`config.mk`:
```
export PLATFORM = sky130hd
export DESIGN_NAME = reset_sequencer
export DESIGN_NICKNAME = d
export VERILOG_FILES = /design/src/rtl/reset_sequencer.sv
export SDC_FILE = /design/constraint.sdc
export NUM_CORES = 1
export LEC_CHECK = 0
export BUFFER_PORTS_ARGS = -buffer_cell sky130_fd_sc_hd__buf_2
export CORE_MARGIN = 1.5
export CORE_UTILIZATION = 45
export DETAILED_ROUTE_END_ITERATION = 7
export PLACE_DENSITY = 0.6
export SYNTH_ARGS = -nofsm -noshare
export SYNTH_HDL_FRONTEND = slang
export SYNTH_SLANG_ARGS = --single-unit
```
`constraint.sdc`:
```
create_clock -name clock_160 -period 2.4 [get_ports clock_160]
set_input_delay 0 -clock clock_160 [delete_from_list [all_inputs] [get_ports clock_160]]
set_output_delay 0 -clock clock_160 [all_outputs]
set_load 0.01 [all_outputs]
```
`src/rtl/reset_sequencer.sv`:
```
// Bring-up/reset sequencer for the P1V core: PLL lock qualification, button/RTS merge, reset cause. Optional RTS_EDGE mode: RESET_SEQ_RTS_EDGE_EN.
// Latency: RTS/lock loss SYNC_STAGES+1 cycles to res, button SYNC_STAGES+DEBOUNCE+1; power-up release LOCK_WAIT cycles after STABLE entry.
// No backpressure: all inputs are level/asynchronous, outputs are registered levels.
module reset_sequencer #(
  parameter int LOCK_WAIT   = 1024,
  parameter int MIN_PULSE   = 16384,
  parameter int DEBOUNCE    = 256,
  parameter int SYNC_STAGES = 2
) (
  input  logic       clock_160,
  input  logic       inp_resn,
  input  logic       pll_locked,
  input  logic       rts,
  input  logic       reset_btn,
  output logic       res,
  output logic       clk_ok,
  output logic [1:0] cause
);

  localparam int CNT_MAX = (LOCK_WAIT > MIN_PULSE) ? LOCK_WAIT : MIN_PULSE;
  localparam int CW      = $clog2(CNT_MAX) + 1;
  localparam int DW      = $clog2(DEBOUNCE) + 1;

  localparam logic [CW-1:0] LOCK_LAST  = CW'(LOCK_WAIT - 1);
  localparam logic [CW-1:0] PULSE_LAST = CW'(MIN_PULSE - 1);
  localparam logic [DW-1:0] DB_LAST    = DW'(DEBOUNCE - 1);

  typedef enum logic [1:0] {HOLD, STABLE, RUN, PULSE} state_t;

  logic [SYNC_STAGES-1:0] lock_sync;
  logic [SYNC_STAGES-1:0] rts_sync;
  logic [SYNC_STAGES-1:0] btn_sync;
  logic                   lock_s;
  logic                   rts_s;
  logic                   btn_s;

  // Button and RTS are active-low, so their chains idle high out of reset.
  always_ff @(posedge clock_160 or negedge inp_resn) begin
    if (!inp_resn) begin
      lock_sync <= '0;
      rts_sync  <= '1;
      btn_sync  <= '1;
    end else begin
      lock_sync <= {lock_sync[SYNC_STAGES-2:0], pll_locked};
      rts_sync  <= {rts_sync[SYNC_STAGES-2:0], rts};
      btn_sync  <= {btn_sync[SYNC_STAGES-2:0], reset_btn};
    end
  end

  assign lock_s = lock_sync[SYNC_STAGES-1];
  assign rts_s  = rts_sync[SYNC_STAGES-1];
  assign btn_s  = btn_sync[SYNC_STAGES-1];

  logic [DW-1:0] db_cnt;
  logic          btn_pressed;

  // A sample is contrary when its level matches btn_pressed (pin low = pressed).
  always_ff @(posedge clock_160 or negedge inp_resn) begin
    if (!inp_resn) begin
      db_cnt      <= '0;
      btn_pressed <= 1'b0;
    end else if (btn_s == btn_pressed) begin
      if (db_cnt == DB_LAST) begin
        btn_pressed <= ~btn_pressed;
        db_cnt      <= '0;
      end else begin
        db_cnt <= db_cnt + 1'b1;
      end
    end else begin
      db_cnt <= '0;
    end
  end

  logic rts_req;
  logic rts_retrig;

`ifdef RESET_SEQ_RTS_EDGE_EN
  logic rts_d;

  always_ff @(posedge clock_160 or negedge inp_resn) begin
    if (!inp_resn) rts_d <= 1'b1;
    else           rts_d <= rts_s;
  end

  assign rts_req    = rts_d & ~rts_s;
  assign rts_retrig = rts_req;
`else
  assign rts_req    = ~rts_s;
  assign rts_retrig = 1'b0;
`endif

  logic       any_req;
  logic [1:0] req_cause;

  assign any_req   = btn_pressed | rts_req;
  assign req_cause = btn_pressed ? 2'd1 : 2'd2;

  state_t        state;
  logic [CW-1:0] cnt;
  logic [CW-1:0] cnt_inc;

  assign cnt_inc = (cnt == '1) ? cnt : cnt + 1'b1;

  // res/clk_ok are assigned alongside each transition so they track the next state.
  always_ff @(posedge clock_160 or negedge inp_resn) begin
    if (!inp_resn) begin
      state  <= HOLD;
      cnt    <= '0;
      res    <= 1'b1;
      clk_ok <= 1'b0;
      cause  <= 2'd0;
    end else begin
      cnt <= cnt_inc;
      case (state)
        HOLD: begin
          if (lock_s) begin
            state <= STABLE;
            cnt   <= '0;
          end
        end
        STABLE: begin
          if (!lock_s) begin
            state <= HOLD;
            cnt   <= '0;
          end else if (cnt == LOCK_LAST) begin
            cnt    <= '0;
            clk_ok <= 1'b1;
            if (any_req) begin
              state <= PULSE;
              cause <= req_cause;
            end else begin
              state <= RUN;
              res   <= 1'b0;
            end
          end
        end
        RUN: begin
          if (!lock_s) begin
            state  <= HOLD;
            cnt    <= '0;
            res    <= 1'b1;
            clk_ok <= 1'b0;
            cause  <= 2'd0;
          end else if (any_req) begin
            state <= PULSE;
            cnt   <= '0;
            res   <= 1'b1;
            cause <= req_cause;
          end
        end
        PULSE: begin
          if (!lock_s) begin
            state  <= HOLD;
            cnt    <= '0;
            clk_ok <= 1'b0;
            cause  <= 2'd0;
          end else if (rts_retrig) begin
            cnt <= '0;
          end else if (cnt >= PULSE_LAST && !any_req) begin
            state <= RUN;
            cnt   <= '0;
            res   <= 1'b0;
          end
        end
        default: begin
          state  <= HOLD;
          cnt    <= '0;
          res    <= 1'b1;
          clk_ok <= 1'b0;
        end
      endcase
    end
  end

endmodule

```
# Yosys cells after proc, flatten, opt, wreduce, memory -nomap -nowiden
# Cells that the tools add are included.
op_classes:
  addsub: 2
  magnitude_cmp: 1
  eq_ne: 18
  mux: 39
  n_bitwise: 3
  n_reduce_logical: 11
ops:
  columns: ["cell", "n"]
  rows:
  - ["two-way mux 15 bit", 8]
  - ["case mux 15 bit (4 select lines)", 1]
  - ["two-way mux 2 bit", 13]
  - ["two-way mux 9 bit", 2]
  - ["!= test 2 bit (second input constant)", 8]
  - ["adder 15 x 1 -> 15 bit (second input constant)", 1]
  - ["equality test 15 x 10 -> 1 bit (second input constant)", 1]
  - ["equality test 15 bit (second input constant)", 1]
  - ["greater-or-equal comparator 15 x 14 -> 1 bit (second input constant)", 1]
  - ["AND reduction 4 bit", 3]
  - ["two-way mux 1 bit", 11]
  - ["adder 9 x 1 -> 9 bit (second input constant)", 1]
  - ["equality test 9 x 8 -> 1 bit (second input constant)", 1]
  - ["!= test 3 bit (second input constant)", 3]
  - ["case mux 2 bit (4 select lines)", 1]
  - ["AND reduction 7 bit", 1]
  - ["case mux 2 bit (3 select lines)", 1]
  - ["equality test 2 bit (second input constant)", 2]
  - ["case mux 1 bit (3 select lines)", 1]
  - ["nonzero test 3 bit", 1]
  - ["equality test 2 x 1 -> 1 bit (second input constant)", 1]
  - ["zero test 2 bit", 1]
  - ["inverter 1 bit", 2]
  - ["case mux 1 bit (2 select lines)", 1]
  - ["7 further kinds", 7]
totals:
  ff_bits: 37
  in_bits: 5
  output_inout_bits: 4
  word_cells: 84

# Depth between registers and ports, before layout
# Gate-level depths: netlist (run 1).
logic_depth:
  depth_word: 7
  depth_mapped: 7
  depth_no_buf: 6

# Worst setup path before layout (run 1)
# No wires, ideal clock.
synth_path:
  kind: "reg2reg"
  start: "register cnt[0]"
  end: "register cnt[4]"
  arrival_time_ns: 1.609
  setup_slack_ns: 0.705
  path_stages_with_launch: 8
  period_less_slack_ns: 1.695
  cell_sequence: "dfrtp_1 -> ha_1 -> and3_1 -> and4_1 -> o211ai_2 -> o31ai_4 -> buf_8 -> a211oi_2"
synth_via:
  elab_chain_len: 5
synth_rtl:
  columns: ["element", "line_no", "text"]
  rows:
  - ["start: declaration", "99", "logic [CW-1:0] cnt;"]
  - ["start signal: assignment", "113", "cnt <= cnt_inc;"]
  - ["adder 15 x 1 -> 15 bit, or another cell as far along", "102", "assign cnt_inc = (cnt == '1) ? cnt : cnt + 1'b1;"]
  - ["two-way mux 15 bit or logical AND 1 bit (tied branches)", "102, 159", null]
  - ["two-way mux 15 bit (on tied branches)", "159, 125, 144", null]
  - ["two-way mux 15 bit (on tied branches)", "152, 122, 138", null]
  - ["case mux 15 bit (4 select lines) (*)", "114", "case (state)"]
# Every way passes the cells marked *; elsewhere a longest branch is shown, timed or not.
# A chain may end at the register's enable or synchronous reset.

# Worst setup path after layout (run 1)
layout_path:
  start: "register cnt[0]"
  end: "register cnt[6]"
# The elaborated chain is that of the path after synthesis.

==> impl_results.md, run 1 <==
- CTS tree: done
- Final setup violation count: 0
- Commonest cells post-synth: dfrtp_1 (32), nand2_1 (20), nor2_1 (17), a21oi_1 (10), xnor2_1 (10)
- Initial detailed-routing violation count: 72
- Die Wd: 67.3 um
- Cell area after synthesis: 1860 sq um
- Relative slew slack: 44.4%
- EDFF count, synth: 0
- WL per Instance: 14.0 um
- Die area: 4530 sq um
- Ys flop type: dfrtp_1
- Status: completed
- Final Max Slew Viols: 0
- # DRC: 0
- Seq/Total Area, Yosys: 50.1%
- IO Pins: 9
- Starting density of the core: 46.5%
- Final antenna-violating net count: 0
- Number of global-route vias before repair: 1,403
- WP data required: 2.54 ns
- Hold crit path type: in2async
- Num rows: 23
- CTS H-tree depth: 2
- Critical path startpoint category: flop
- Top-count cell post-synth: dfrtp_1
- Yosys warns: 0
- Crit-path cells: ha_1, nand3_1, a21oi_1, a21oi_2, o31ai_4, nor3_1
- Syn avg cell area: 10.2 sq um
- Worst slew pin tran: 0.834 ns
- Clock Sinks: 37
- Final hold violation count: 0
- R2R Setup Slk: 0.32 ns
- Critical path's largest stage delay: 0.68 ns
- First-pass GRT wire length: 6120 um
- Ys async rst share: 100%
- Area fraction of the dominant cell type after synthesis: 43.0%
- Die Y: 67.3 um
- Number of fill cells: 365
- Total number of vias: 1,372
- Synthesized Nets: 190
- FMAX: 0.481 GHz
- Worst Setup End Kind: flop
- Clk_skew: 0.00333 ns
- Largest net degree at the start of global routing: 38
- Top Family by Delay on Critical Path: compound AO/OA/AOI/OAI gates
- Seq cells post-synth: 37
- PwrDens: 565 nW/um^2
- Worst slack, placed: 0.319 ns
- Mapped Cells: 183
- Tcrit/Tclk final: 86.6%
- RSZ-0062 raised after global routing: false
- Lkg Pwr: 0.892 nW
- DP HPWL: 2450 um
- Crit path buf inv count: 0
- Worst-skew pair later-pin latency: 0.29 ns
- Final nets: 207
- Total track usage: 18.4%
- PnR worst setup slack: 0.322 ns
- DRT Wirelength: 3510 um
- Area leader, netlist: dfrtp_1
- Worst-path fanout max: 14
- Global route total overflow: 0
- Area of the core: 4000 sq um
- Tmin final: 2.08 ns
- CTS root buf: clkbuf_8
- DRT Pass-1 Iters: 4
- Synth-to-Final Area Change: 12.0%
- Hold WS: 0.329 ns
- Fin Setup TNS: 0 ns
- Port Buffers: 8
- Crit path DAT: 2.22 ns
- Layout cells sized above 1: 19.9%
- Yosys cell types: 45
- Crit-path slowest cell: o31ai_4
- Critical path class: reg2reg
- Top cells by area, synth: dfrtp_1 (43%), dfstp_2 (7.1%), xnor2_1 (4.7%)
- Worst-case clock buffer depth: 2
- Antenna violations before repair: 0
- Reg clk slew, reported paths: 0.08 ns
- Max-cap violations: 0
- TritonCTS Buffers: 5
- Vias per cell: 5.47
- Diode count: 0
- Routability cong.: 0.809
- Peak VDD IR: 0.281 mV
- Gates resized, CTS repair: 0
-- repair_timing --
action | CTS | global route
hold buffers | 4 | 0
setup buffers | 0 | 0
hold endpoints to repair | 35 | 0
-- worst paths after layout --
kind,start,endpoint,cells after the start
max in group asynchronous,inp_resn,cnt[6]$_DFF_PN0_,2
min in group clock_160,reset_btn,btn_sync[0]$_DFF_PN1_,2
min reg2reg,lock_sync[0]$_DFF_PN0_,lock_sync[1]$_DFF_PN0_,0
min,inp_resn,db_cnt[4]$_DFF_PN0_,2
max,cnt[0]$_DFF_PN0_,cnt[6]$_DFF_PN0_,6
max reg2reg,cnt[0]$_DFF_PN0_,cnt[6]$_DFF_PN0_,6
-- sequential cells by signal, indices dropped and copies added (netlist names) --
signal,count
db_cnt,9
state,2
clk_ok,1
cause,2
res,1
rts_sync,2
lock_sync,2
btn_sync,2
cnt,15
btn_pressed,1
-- worst register-to-register path, cell delays in order, from the launching register on --
cell and delay [ns]:
dfrtp_1 0.41, ha_1 0.22, nand3_1 0.13, a21oi_1 0.24
a21oi_2 0.11, o31ai_4 0.68, nor3_1 0.15
-- kinds of logic (layout without fill, tap and decap cells) --
family          Yosys count  count (layout)  synth area share (%)
compound gates           36              36                  13.6
fa+ha+maj                 2               2                  1.34
simple gates             83              83                  25.2
flops                    37              37                  50.1
mux                       1               1                 0.538
xor+xnor                 14              14                  6.59
buf+inv                  10              28                  2.69
-- final cells by class --
type                    instances  area [sq um]  area share [%]
multi-input cells             136           880            42.2
well taps                      50          62.6            3.00
clock buffers                   6          82.6            3.96
clock inverters                 2          13.8           0.660
inverters                       7          26.3            1.26
flip-flops and latches         37           932            44.7
repair buffers                 13          87.6            4.20
-- per-stage QoR --
stage          power (mW)  cell area [sq um]  cells  utilization, %
5_1_grt              1.23               2080    251            52.1
4_1_cts              1.20               2080    251            52.1
3_3_place_gp        0.721               1950    239            48.7
6_report             1.18               2080    251            52.1
3_5_place_dp        0.724               1950    239            48.7
2_1_floorplan       0.702               1860    183               -
-- cells in the final DEF (no fill, tap or decap), types with 2 or more instances in the layout --
master | Yosys | final
and3_1 | 4 | 4
buf_2 | 1 | 8
dfstp_2 | 5 | 5
nand3_1 | 7 | 7
a311oi_1 | 3 | 3
nor3_1 | 5 | 5
inv_1 | 7 | 7
dlygate4sd3_1 | 0 | 4
nor4b_1 | 2 | 2
or3_1 | 2 | 2
clkbuf_8 | 0 | 6
o21ai_0 | 7 | 7
a21oi_2 | 2 | 2
dfrtp_1 | 32 | 32
nand4_1 | 3 | 3
a21oi_1 | 10 | 10
nor2_1 | 17 | 17
nand2_1 | 20 | 20
nor3_4 | 2 | 2
a31oi_1 | 2 | 2
xnor2_1 | 10 | 10
ha_1 | 2 | 2
and4_1 | 2 | 2
a211oi_1 | 4 | 4
nand2b_1 | 2 | 2
nor2_2 | 8 | 8
xor2_1 | 4 | 4
-- per-layer routing --
| layer | vias to the layer above | GRT usage, % | wire length, um |
|---|---|---|---|
| li1 | 682 | - | - |
| met1 | 665 | 22.7 | 1630 |
| met2 | 18 | 29.8 | 1710 |
| met3 | 7 | 5.50 | 103 |
| met4 | 0 | 8.16 | 62 |
| met5 | - | 0 | 0 |
-- power by group --
part	switching (mW)	leakage, nW	internal [mW]
sequential	0.0141	0.488	0.641
combinational	0.0389	0.353	0.0223
clock	0.229	0.0512	0.233
total	0.282	0.892	0.896
(Power assumes the default switching activity.)
==> inputs of run 2 (changes only) <==
==> constraint.sdc (replaced) <==
create_clock -name clock_160 -period 2 [get_ports clock_160]
set_input_delay 0 -clock clock_160 [delete_from_list [all_inputs] [get_ports clock_160]]
set_output_delay 0 -clock clock_160 [all_outputs]
set_load 0.1 [all_outputs]
==> run 2 against run 1 <==
Effect of this change:
- register-to-register slack got worse by 0.22 ns
- worst setup slack lost 0.22 ns
- clock skew grew 0.0037 ns
- cell count increased by 4.8%
- clock power up 15%
- total power grew 20%
- via count rose by 0.87%
- sequential power is 20% higher
- critical path depth increased by 2
- worst hold slack gained 0.0094 ns
- critical path type unchanged
- largest cell class unchanged
- largest power group unchanged
- highest routed layer unchanged
==> impl_results.md, run 2 (same netlist as run 1, synthesis figures left out) <==
- Max reg flops: 15 (unchanged)
- Number of global-route vias before repair: 1,289 (-8.1%)
- Largest net degree at the start of global routing: 38 (unchanged)
- Worst Setup End Kind: flop
- Biggest regs: cnt (15), db_cnt (9)
- Global route total overflow: 0 (unchanged)
- CP most frequent cell: buf_4
- Starting density of the core: 46.5% (unchanged)
- Critical path's largest stage delay: 0.38 ns (-0.30 ns)
- Crit path buf inv count: 2 (+2)
- Reg clk slew, reported paths: 0.07 ns (about the same)
- Synth-to-Final Area Change: 17.2%
- Num rows: 23 (unchanged)
- Die area: 4530 sq um (unchanged)
- Worst slack, placed: 0.0653 ns (-0.254 ns)
- Diode count: 0 (unchanged)
- Layout cells sized above 1: 25.4% (+5.5 points)
- IO Pins: 9 (unchanged)
- DP HPWL: 2450 um (about the same)
- Most common cell after layout, fill and taps aside: dfrtp_1
- Clk_skew: 0.00703 ns (+0.00370 ns)
- Worst-path fanout max: 8 (-6)
- Hold crit path type: in2async
- Util after Layout: 54.6% (+2.4 points)
- Tmin final: 1.90 ns (-0.176 ns)
- Area of the core: 4000 sq um (unchanged)
- WP data required: 2.20 ns (-0.34 ns)
- Crit path DAT: 2.10 ns (-0.12 ns)
- Tcrit/Tclk final: 95.1% (+8.5 points)
- Peak VDD IR: 0.379 mV (+35%)
- PnR worst setup slack: 0.0975 ns (-0.224 ns)
- Total number of vias: 1,384 (+0.87%)
- Routability cong.: 0.758 (-6.3%)
- Initial detailed-routing violation count: 78 (+8.3%)
- DRT Wirelength: 3320 um (-5.3%)
- PwrDens: 646 nW/um^2 (+14%)
- DRT Pass-1 Iters: 4 (unchanged)
- # DRC: 0 (unchanged)
- Max-cap violations: 0 (unchanged)
- FMAX: 0.526 GHz (+9.2%)
- Commonest cells after routing, fill and taps aside: dfrtp_1 (32), nand2_1 (20), nor2_1 (17)
- Final antenna-violating net count: 0 (unchanged)
- Top Family by Delay on Critical Path: compound AO/OA/AOI/OAI gates
- Relative slew slack: 47.1% (+2.6 points)
- Final hold violation count: 0 (unchanged)
- Antenna violations before repair: 0 (unchanged)
- Worst slew pin tran: 0.794 ns (-0.0396 ns)
- Final Max Slew Viols: 0 (unchanged)
- Crit-path slowest cell: dfrtp_1
- Worst-skew pair later-pin latency: 0.28 ns (about the same)
- Port Buffers: 8 (unchanged)
- Fin Setup TNS: 0 ns (unchanged)
- Final nets: 219 (+5.8%)
- Die Y: 67.3 um (unchanged)
- WL per Instance: 12.6 um (-9.7%)
- Total track usage: 16.0% (-2.3 points)
- Lkg Pwr: 0.942 nW (+5.6%)
- Status: completed
- Crit-path cells: ha_2, and3_2, and4_1, o211ai_2, o31ai_4, buf_4, buf_4, a211oi_2
- Clock Sinks: 37 (unchanged)
- Largest Register: cnt
- Hold WS: 0.338 ns (+0.00941 ns)
- CTS tree: done
- Final setup violation count: 0 (unchanged)
- Die Wd: 67.3 um (unchanged)
- Critical path startpoint category: flop
- CTS root buf: clkbuf_8
- TritonCTS Buffers: 5 (unchanged)
- Final Power: 1.41 mW (+20%)
- Critical path class: reg2reg
- First-pass GRT wire length: 5460 um (-11%)
- CTS H-tree depth: 2 (unchanged)
- Vias per cell: 5.26 (-3.7%)
- Worst-case clock buffer depth: 2 (unchanged)
==> run 2: worst paths after layout <==
kind | startpoint | to | slack (ns) | depth (start not counted)
setup / recovery | cnt[0]$_DFF_PN0_ | cnt[4]$_DFF_PN0_ | 0.1 | 8
hold / removal | inp_resn | db_cnt[7]$_DFF_PN0_ | 0.34 | 2
setup reg to reg | cnt[0]$_DFF_PN0_ | cnt[4]$_DFF_PN0_ | 0.1 | 8
hold reg to reg | lock_sync[0]$_DFF_PN0_ | lock_sync[1]$_DFF_PN0_ | 0.36 | 0
max in group asynchronous | inp_resn | clk_ok$_DFFE_PN0P_ | 1.16 | 2
min in group clock_160 | lock_sync[0]$_DFF_PN0_ | lock_sync[1]$_DFF_PN0_ | 0.36 | 0
==> run 2: what timing repair did <==
item | 4_1_cts | 5_1_grt
setup endpoints to repair | 0 | 8
hold buffers | 4 | 0
buffers inserted | 0 | 5
endpoints found under the hold margin | 35 | 0
gates resized for setup | 0 | 3
==> run 2: area by class of cell <==
class,count,area (sq um)
fillers,372,1820
flip-flops and latches,37,932
multi-input cells,136,890
repair buffers,25,178
clock buffers,7,86.3
well taps,50,62.6
inverters,7,26.3
clock inverters,1,7.51
==> run 2: per-layer routing <==
metal / routed length, um / track usage, % / vias up
met3: 112 / 5.00 / 4
met4: 20 / 3.83 / 0
met5: 0 / 0 / -
li1: - / - / 706
met1: 1530 / 19.5 / 652
met2: 1650 / 27.8 / 22
==> run 2: metrics by stage <==
step	area, sq um	instances
4_1_cts	2130	258
3_5_place_dp	2000	246
6_report	2180	263
5_1_grt	2180	263
2_1_floorplan	1860	183
3_3_place_gp	2000	246
==> run 2: power by group <==
group | switching (mW) | internal, mW | total [mW]
sequential | 0.0152 | 0.769 | 0.784
combinational | 0.0524 | 0.0420 | 0.0943
clock | 0.251 | 0.280 | 0.531
